**src/rtl/booth_mul_sched.sv**
```systemverilog
`default_nettype none
// ============================================================================
// Module      : booth_mul_sched
// Description : Shared iterative radix-2 Booth multiplier with a round-robin
//               scheduler in front. Computes one Booth step per clock and
//               returns the signed 2*WIDTH-bit product tagged with the
//               index of the requester that owns it.
// Revision    : 1.0 - initial release
// ============================================================================
module booth_mul_sched #(
    parameter int WIDTH   = 32,
    parameter int NUM_REQ = 2,
    parameter int ID_W    = 1
) (
    input  logic                     clk,
    input  logic                     rst_n,
    input  logic [NUM_REQ-1:0]       req_valid,
    output logic [NUM_REQ-1:0]       req_ready,
    input  logic [NUM_REQ*WIDTH-1:0] req_a,
    input  logic [NUM_REQ*WIDTH-1:0] req_b,
    output logic                     resp_valid,
    input  logic                     resp_ready,
    output logic [ID_W-1:0]          resp_id,
    output logic [2*WIDTH-1:0]       resp_result,
    output logic                     busy
);

    localparam int CNT_W = (WIDTH > 1) ? $clog2(WIDTH) : 1;
    localparam int ACC_W = 2*WIDTH + 1;

    typedef enum logic [1:0] {
        S_IDLE = 2'd0,
        S_CALC = 2'd1,
        S_DONE = 2'd2
    } state_t;

    state_t             state_q, state_d;
    logic [ID_W-1:0]    rr_ptr_q, rr_ptr_d;
    logic [ACC_W-1:0]   acc_q, acc_d;
    logic [WIDTH-1:0]   a_q, a_d;
    logic [ID_W-1:0]    id_q, id_d;
    logic [CNT_W-1:0]   cnt_q, cnt_d;
    logic               resp_valid_q, resp_valid_d;

    logic               gnt_found;
    logic               hi_found;
    logic [ID_W-1:0]    hi_idx;
    logic [ID_W-1:0]    lo_idx;
    logic [ID_W-1:0]    gnt_idx;
    logic [NUM_REQ-1:0] gnt_onehot;
    logic [WIDTH-1:0]   gnt_a;
    logic [WIDTH-1:0]   gnt_b;
    logic [WIDTH-1:0]   acc_hi;
    logic [WIDTH:0]     step_sum;

    // Round-robin pick: lowest valid index at or above rr_ptr, otherwise
    // wrap around to the lowest valid index overall.
    always_comb begin
        gnt_found = 1'b0;
        hi_found  = 1'b0;
        hi_idx    = '0;
        lo_idx    = '0;
        for (int i = NUM_REQ-1; i >= 0; i--) begin
            if (req_valid[i]) begin
                gnt_found = 1'b1;
                lo_idx    = ID_W'(i);
                if (ID_W'(i) >= rr_ptr_q) begin
                    hi_found = 1'b1;
                    hi_idx   = ID_W'(i);
                end
            end
        end
        gnt_idx = hi_found ? hi_idx : lo_idx;
    end

    // Decode the winner into a one-hot grant and select its operands.
    always_comb begin
        gnt_onehot = '0;
        gnt_a      = '0;
        gnt_b      = '0;
        for (int i = 0; i < NUM_REQ; i++) begin
            if (gnt_idx == ID_W'(i)) begin
                gnt_onehot[i] = gnt_found;
                gnt_a         = req_a[i*WIDTH +: WIDTH];
                gnt_b         = req_b[i*WIDTH +: WIDTH];
            end
        end
    end

    assign acc_hi = acc_q[ACC_W-1 -: WIDTH];

    // Booth add/subtract on the upper partial product. The sum is formed one
    // bit wider so the bit shifted in is the true sign even when a is the
    // most-negative value; the stored upper half stays WIDTH bits.
    always_comb begin
        case (acc_q[1:0])
            2'b01:   step_sum = {acc_hi[WIDTH-1], acc_hi} + {a_q[WIDTH-1], a_q};
            2'b10:   step_sum = {acc_hi[WIDTH-1], acc_hi} - {a_q[WIDTH-1], a_q};
            default: step_sum = {acc_hi[WIDTH-1], acc_hi};
        endcase
    end

    // Scheduler / datapath next-state logic.
    always_comb begin
        state_d      = state_q;
        rr_ptr_d     = rr_ptr_q;
        acc_d        = acc_q;
        a_d          = a_q;
        id_d         = id_q;
        cnt_d        = cnt_q;
        resp_valid_d = resp_valid_q;
        case (state_q)
            S_IDLE: begin
                if (gnt_found) begin
                    acc_d    = {{WIDTH{1'b0}}, gnt_b, 1'b0};
                    a_d      = gnt_a;
                    id_d     = gnt_idx;
                    rr_ptr_d = (gnt_idx == ID_W'(NUM_REQ-1)) ? '0 : gnt_idx + ID_W'(1);
                    cnt_d    = '0;
                    state_d  = S_CALC;
                end
            end
            S_CALC: begin
                // Arithmetic shift right by one after the add/subtract.
                acc_d = {step_sum, acc_q[WIDTH:1]};
                cnt_d = cnt_q + CNT_W'(1);
                if (cnt_q == CNT_W'(WIDTH-1)) begin
                    state_d      = S_DONE;
                    resp_valid_d = 1'b1;
                end
            end
            S_DONE: begin
                if (resp_ready) begin
                    resp_valid_d = 1'b0;
                    state_d      = S_IDLE;
                end
            end
            default: begin
                state_d = S_IDLE;
            end
        endcase
    end

    // State registers with asynchronous active-low reset.
    always_ff @(posedge clk or negedge rst_n) begin
        if (!rst_n) begin
            state_q      <= S_IDLE;
            rr_ptr_q     <= '0;
            acc_q        <= '0;
            a_q          <= '0;
            id_q         <= '0;
            cnt_q        <= '0;
            resp_valid_q <= 1'b0;
        end else begin
            state_q      <= state_d;
            rr_ptr_q     <= rr_ptr_d;
            acc_q        <= acc_d;
            a_q          <= a_d;
            id_q         <= id_d;
            cnt_q        <= cnt_d;
            resp_valid_q <= resp_valid_d;
        end
    end

    // Grants only in IDLE; gated by reset so outputs read zero immediately.
    assign req_ready   = (state_q == S_IDLE && rst_n) ? gnt_onehot : '0;
    assign resp_valid  = resp_valid_q;
    assign resp_result = resp_valid_q ? acc_q[ACC_W-1:1] : '0;
    assign resp_id     = resp_valid_q ? id_q : '0;
    assign busy        = (state_q != S_IDLE);

endmodule
`default_nettype wire

```
**config.mk**
```make
export PLATFORM = sky130hd
export DESIGN_NAME = booth_mul_sched
export DESIGN_NICKNAME = d
export VERILOG_FILES = /design/src/rtl/booth_mul_sched.sv
export SDC_FILE = /design/constraint.sdc
export NUM_CORES = 1
export LEC_CHECK = 0
export ABC_AREA = 0
export CORE_ASPECT_RATIO = 1.5
export CORE_MARGIN = 1
export CORE_UTILIZATION = 54
export CTS_CLUSTER_SIZE = 30
export DETAILED_ROUTE_END_ITERATION = 8
export PLACE_DENSITY = 0.83
export SLEW_MARGIN = 0
export SYNTH_ARGS = -nofsm -noshare
export SYNTH_HDL_FRONTEND = slang
export SYNTH_SLANG_ARGS = --single-unit
export TNS_END_PERCENT = 30
```
**constraint.sdc**
```tcl
create_clock -name clk -period 6.3 [get_ports clk]
set_input_delay 0.945 -clock clk [delete_from_list [all_inputs] [get_ports clk]]
set_output_delay 0.945 -clock clk [all_outputs]
set_load 0.02 [all_outputs]
```
# [Word-level counts from Yosys, hierarchy flattened]
# Index checks and enable logic that the tools add are counted.
[op_classes] addsub=4 order_cmp=2 eq_ne=9 mux=30 reduce_logical=10
[ops] operator="$pmux W65 S2" count=1
[ops] operator="$pmux W33 S2" count=1
[ops] operator="$mux W65" count=1
[ops] operator="$mux W32" count=2
[ops] operator="$mux W64" count=1
[ops] operator="$add A32 B32 Y33" count=1
[ops] operator="$sub A32 B32 Y33" count=1
[ops] operator="$mux W1" count=16
[ops] operator="$pmux W5 S2" count=1
[ops] operator="$reduce_and A3 Y1" count=3
[ops] operator="$mux W2" count=4
[ops] operator="$ne A2 B2 Y1 const B" count=3
[ops] operator="$pmux W2 S3" count=1
[ops] operator="$reduce_bool A2 Y1" count=3
[ops] operator="$add A5 B1 Y5 const B" count=1
[ops] operator="$eq A5 B5 Y1 const B" count=1
[ops] operator="$mux W5" count=1
[ops] operator="$eq A2 B1 Y1 const B" count=2
[ops] operator="$eq A2 B2 Y1 const B" count=2
[ops] operator="$reduce_and A2 Y1" count=2
[ops] operator="$ne A3 B1 Y1 const B" count=1
[ops] operator="$ge A1 B1 Y1 const A" count=2
[ops] operator="$logic_not A2 Y1" count=1
[ops] operator="$pmux W1 S2" count=1
[ops] operator="other kinds (2)" count=2
[totals] register_bits=107 output_inout_bits=69 wordCells=63

# [Longest topological paths before layout]
[logic_depth] word_depth=9 ltp_mapped=20 depth_no_buf=19

# [Least setup slack after synthesis]
# OpenSTA, ideal clock, no wires.
[synth_timing] path_kind="register -> register" from="register a_q[3]" to="register acc_q[62]" setup_ns=0.133 arrival_ns=3.681 required_time_ns=6.167 path_slack_ns=2.485 stages_incl_launch_ff=21 path_buffers=1 path_cell_list="dfrtp_1 -> nor3_1 -> nand2_1 -> nor3_1 -> nand2b_1 -> or4_1 -> nor2_1 -> a21o_1 -> o21ai_1 -> xnor2_1 -> ha_1 -> clkbuf_1 -> a21o_1 -> a21o_1 -> a21oi_1 -> o311ai_0 -> a31oi_1 -> o21ai_1 -> a21oi_1 -> xor2_1 -> o21ai_0"
[synth_between] elab_chain_cells=3 elab_cells_between_ends=4
[synth_lines] item="start: declaration" line="40" source="logic [WIDTH-1:0] a_q, a_d;"
[synth_lines] item="start signal: assignment" line="150" source="a_q <= '0;"
[synth_lines] item="start signal: assignment" line="158" source="a_q <= a_d;"
[synth_lines] item="$sub A32 B32 Y33 / $add A32 B32 Y33 (equally long branches)" line="98, 97"
[synth_lines] item="$pmux W33 S2 *" line="96" source="case (acc_q[1:0])"
[synth_lines] item="$pmux W65 S2 *" line="112" source="case (state_q)"
[synth_lines] item="end signal: assignment" line="149" source="acc_q <= '0;"
[synth_lines] item="end signal: assignment" line="157" source="acc_q <= acc_d;"
[synth_lines] item="end: declaration" line="39" source="logic [ACC_W-1:0] acc_q, acc_d;"
# Every way passes the cells marked *; elsewhere a longest branch is shown, timed or not.
# A chain may end at the register's enable or synchronous reset.

# [Worst setup path after layout]
[layout_timing] from="register a_q[3]" to="register acc_q[64]"
# Same word-level chain as after synthesis.

==> impl_metrics.json <==
{
  "clk_latency_ns": 0.35,
  "dp.cells": 1300,
  "num_rows": 53,
  "io_pins": 202,
  "wl_per_cell_um": 16.6,
  "finalNetCount": 1290,
  "initial_core_util_pct": 55.3,
  "async_flop_share_pct": 100,
  "path_cells": "nor3_1 > nand2_1 > nor3_1 > nand2b_1 > or4_1 > nor2_1 > a21oi_1 > xnor2_1 > ha_1 > a21oi_1 > o21ai_0 > nor2b_1 > a31oi_1 > a211oi_1 > a211oi_1 > o21ai_1 > xnor2_1 > o31ai_2",
  "instances_no_fill": 1315,
  "syn_inst": 964,
  "n_antenna_cell": 0,
  "period_share_pct": 70.9,
  "grt_pass1_vias": 7562,
  "hold_buffers": 0,
  "synth.area.top_cells": "dfrtp_1 (35%), nand2_1 (8.2%), ha_1 (6.0%)",
  "coreArea_sq_um": 14000,
  "grt_pass1_wl_um": 36500,
  "maxCapViolCount": 0,
  "cts_root_buffer": "clkbuf_16",
  "cts.repair.resized": 0,
  "clkTransAtPathRegs_ns": 0.08,
  "syn_to_final_growth_pct": 30.5,
  "p_total_w": 0.00675,
  "ant_nets": 0,
  "p_int_w": 0.00351,
  "yosys_warnings": 0,
  "finClkSkew_ns": 0.0113,
  "dominantRegCellSynth": "dfrtp_1",
  "finalHoldViolations": 0,
  "clock_sinks": 107,
  "die_w_um": 99.8,
  "status": "complete, no violations",
  "final_common_cell": "clkdlybuf4s50_1",
  "dp_slack_ns": 1.99,
  "ys_types": 56,
  "p_clk_share_pct": 7.9,
  "p_sw_w": 0.00325,
  "synth_edf_count": 0,
  "worstSetupEndpointType": "flop",
  "postSynthAreaPerCell_sq_um": 8.03,
  "yosysTopAreaCell": "dfrtp_1",
  "clock_path_buffers": 2,
  "setup-tns-final_ns": 0,
  "cp-start-kind": "flop",
  "place.gp.congestion": 0.921,
  "crit_path_max_fanout": 7,
  "numPortBuffers": 201,
  "die_area_sq_um": 14800,
  "crit_type": "flop to flop",
  "worstPathArrival_ns": 4.66,
  "p_leak_nw": 4.20,
  "seqPwrFrac_pct": 21.5,
  "setup_ws_ns": 1.84,
  "syn_area_sq_um": 7740,
  "path_buf_inv": 0,
  "fmax_ghz": 0.224,
  "postCtsSetupRepairBufs": 0,
  "drt-vias-per-instance": 5.80,
  "synth_top_area_share_pct": 34.6,
  "ir_worst_vdd_uv": 270,
  "die_y_um": 149,
  "layout_common_cells": "clkdlybuf4s50_1 (200), nand2_1 (170), dfrtp_1 (107)",
  "antenna_found_initial": 0,
  "globalRouteOverflowTotal": 0,
  "worstMarginPinSlew_ns": 0.960,
  "drv_slew": 0,
  "drive_gt1_share_pct": 3.56,
  "grt_max_degree": 67,
  "hp-class": "flop to flop",
  "drtIter0Drc": 441,
  "cts_buffers": 9,
  "ys_seq_area_share_pct": 34.6,
  "slowest_delay_ns": 0.59,
  "critPathSlowestCell": "a211oi_1",
  "routed_wl_um": 21900,
  "required_ns": 6.49,
  "vias": 7627,
  "rsz0062_at_grt": "no",
  "synth_nets": 1135,
  "critPathTopFamily": "compound AO/OA/AOI/OAI gates",
  "cts_tree": "done",
  "setup_viol": 0,
  "slew_headroom_pct": 36.0,
  "p_comb_share_pct": 70.6,
  "drc": 0,
  "htreeDepth": 3,
  "power.density_nw_per_um2": 668,
  "regToRegSetupSlack_ns": 1.84,
  "track_usage_pct": 30.7,
  "first_pass_iters": 5,
  "switching_share_pct": 48.1,
  "hpwl_um": 15900,
  "period_minus_slack_ns": 4.46,
  "synth-seq-cells": 107
}
sequential cells by signal (all words and copies together) (netlist names):
register	cells
a_q	32
cnt_q	5
rr_ptr_q	1
resp_valid	1
id_q	1
state_q	2
acc_q	65
logic make-up after synthesis:
family                     Yosys count  share of synthesized area [%]
and+or+nand+nor                    375                           22.9
AOI/OAI and AO/OA                  295                           24.9
DFF                                107                           34.6
buffers and inverters               86                           4.20
xor gates and xnor gates            60                           6.79
adders and majority gates           38                           6.24
muxes                                3                          0.388
per-layer routing:
layer  GRT usage, %  up-vias  routed length (um)
li1               -     3722                   -
met1           35.7     3624                8700
met2           55.8      241               11500
met3           4.98       40                1060
met4           11.9        0                 567
met5              0        -                   0
worst paths after layout:
| path | to | cells past startpoint | startpoint |
|---|---|---|---|
| max in group asynchronous | a_q[28] | 2 | rst_n |
| min | id_q | 2 | id_q |
| min in group asynchronous | id_q | 1 | rst_n |
| max reg2reg | acc_q[64] | 18 | a_q[3] |
| min reg2reg | id_q | 2 | id_q |
| max | acc_q[64] | 18 | a_q[3] |
through the flow:
stage	hold slack [ns]	cell area, sq um	utilization (%)
5_1_grt	0.503	10100	72.2
3_5_place_dp	0.476	9840	70.3
2_1_floorplan	0.442	7740	-
4_1_cts	0.494	10100	72.2
6_report	0.491	10100	72.2
3_3_place_gp	0.461	9840	70.3
final cells by class:
class / instances / area [sq um]
tap: 192 / 240
clock inverter: 5 / 40.0
multi-input combinational: 771 / 4770
inverter: 20 / 75.1
sequential: 107 / 2680
timing repair buffer: 210 / 2080
clock buffer: 10 / 229
fill: 1171 / 3880
cells in the mapped netlist, types with 2 or more instances:
master	instances
a211oi_1	4
a21boi_1	2
a21o_1	17
a21oi_1	48
a221o_1	31
a22o_1	3
a22oi_1	20
a31oi_1	72
a41oi_1	2
and2_1	67
and3_1	10
buf_1	4
buf_2	2
clkbuf_1	60
dfrtp_1	107
ha_1	37
inv_1	20
mux2i_1	3
nand2_1	170
nand2b_1	6
nand3_1	8
nand4_1	3
nor2_1	72
nor2b_1	7
nor3_1	14
nor3b_1	2
nor4_1	2
nor4_4	2
o211ai_1	3
o21a_1	3
o21ai_0	58
o21ai_1	14
o21bai_1	7
or4_1	4
xnor2_1	48
xor2_1	12
worst register-to-register path, delay by kind of cell, from the launching register on:
family / cells / cell delay, ns
fa+ha+maj: 1 / 0.38
xor+xnor: 2 / 0.37
flops: 1 / 0.42
simple gates: 7 / 1.40
compound gates: 8 / 1.74
power groups by stage:
stage | sequential (W) | combinational (W) | clock (W)
floorplan | 0.00132 | 0.00355 | 0
global route | 0.00150 | 0.00529 | 0.000564
global placement | 0.00145 | 0.00464 | 0
finish | 0.00145 | 0.00477 | 0.000536
CTS | 0.00144 | 0.00475 | 0.000541
detailed placement | 0.00145 | 0.00473 | 0
(Power assumes the default switching activity.)
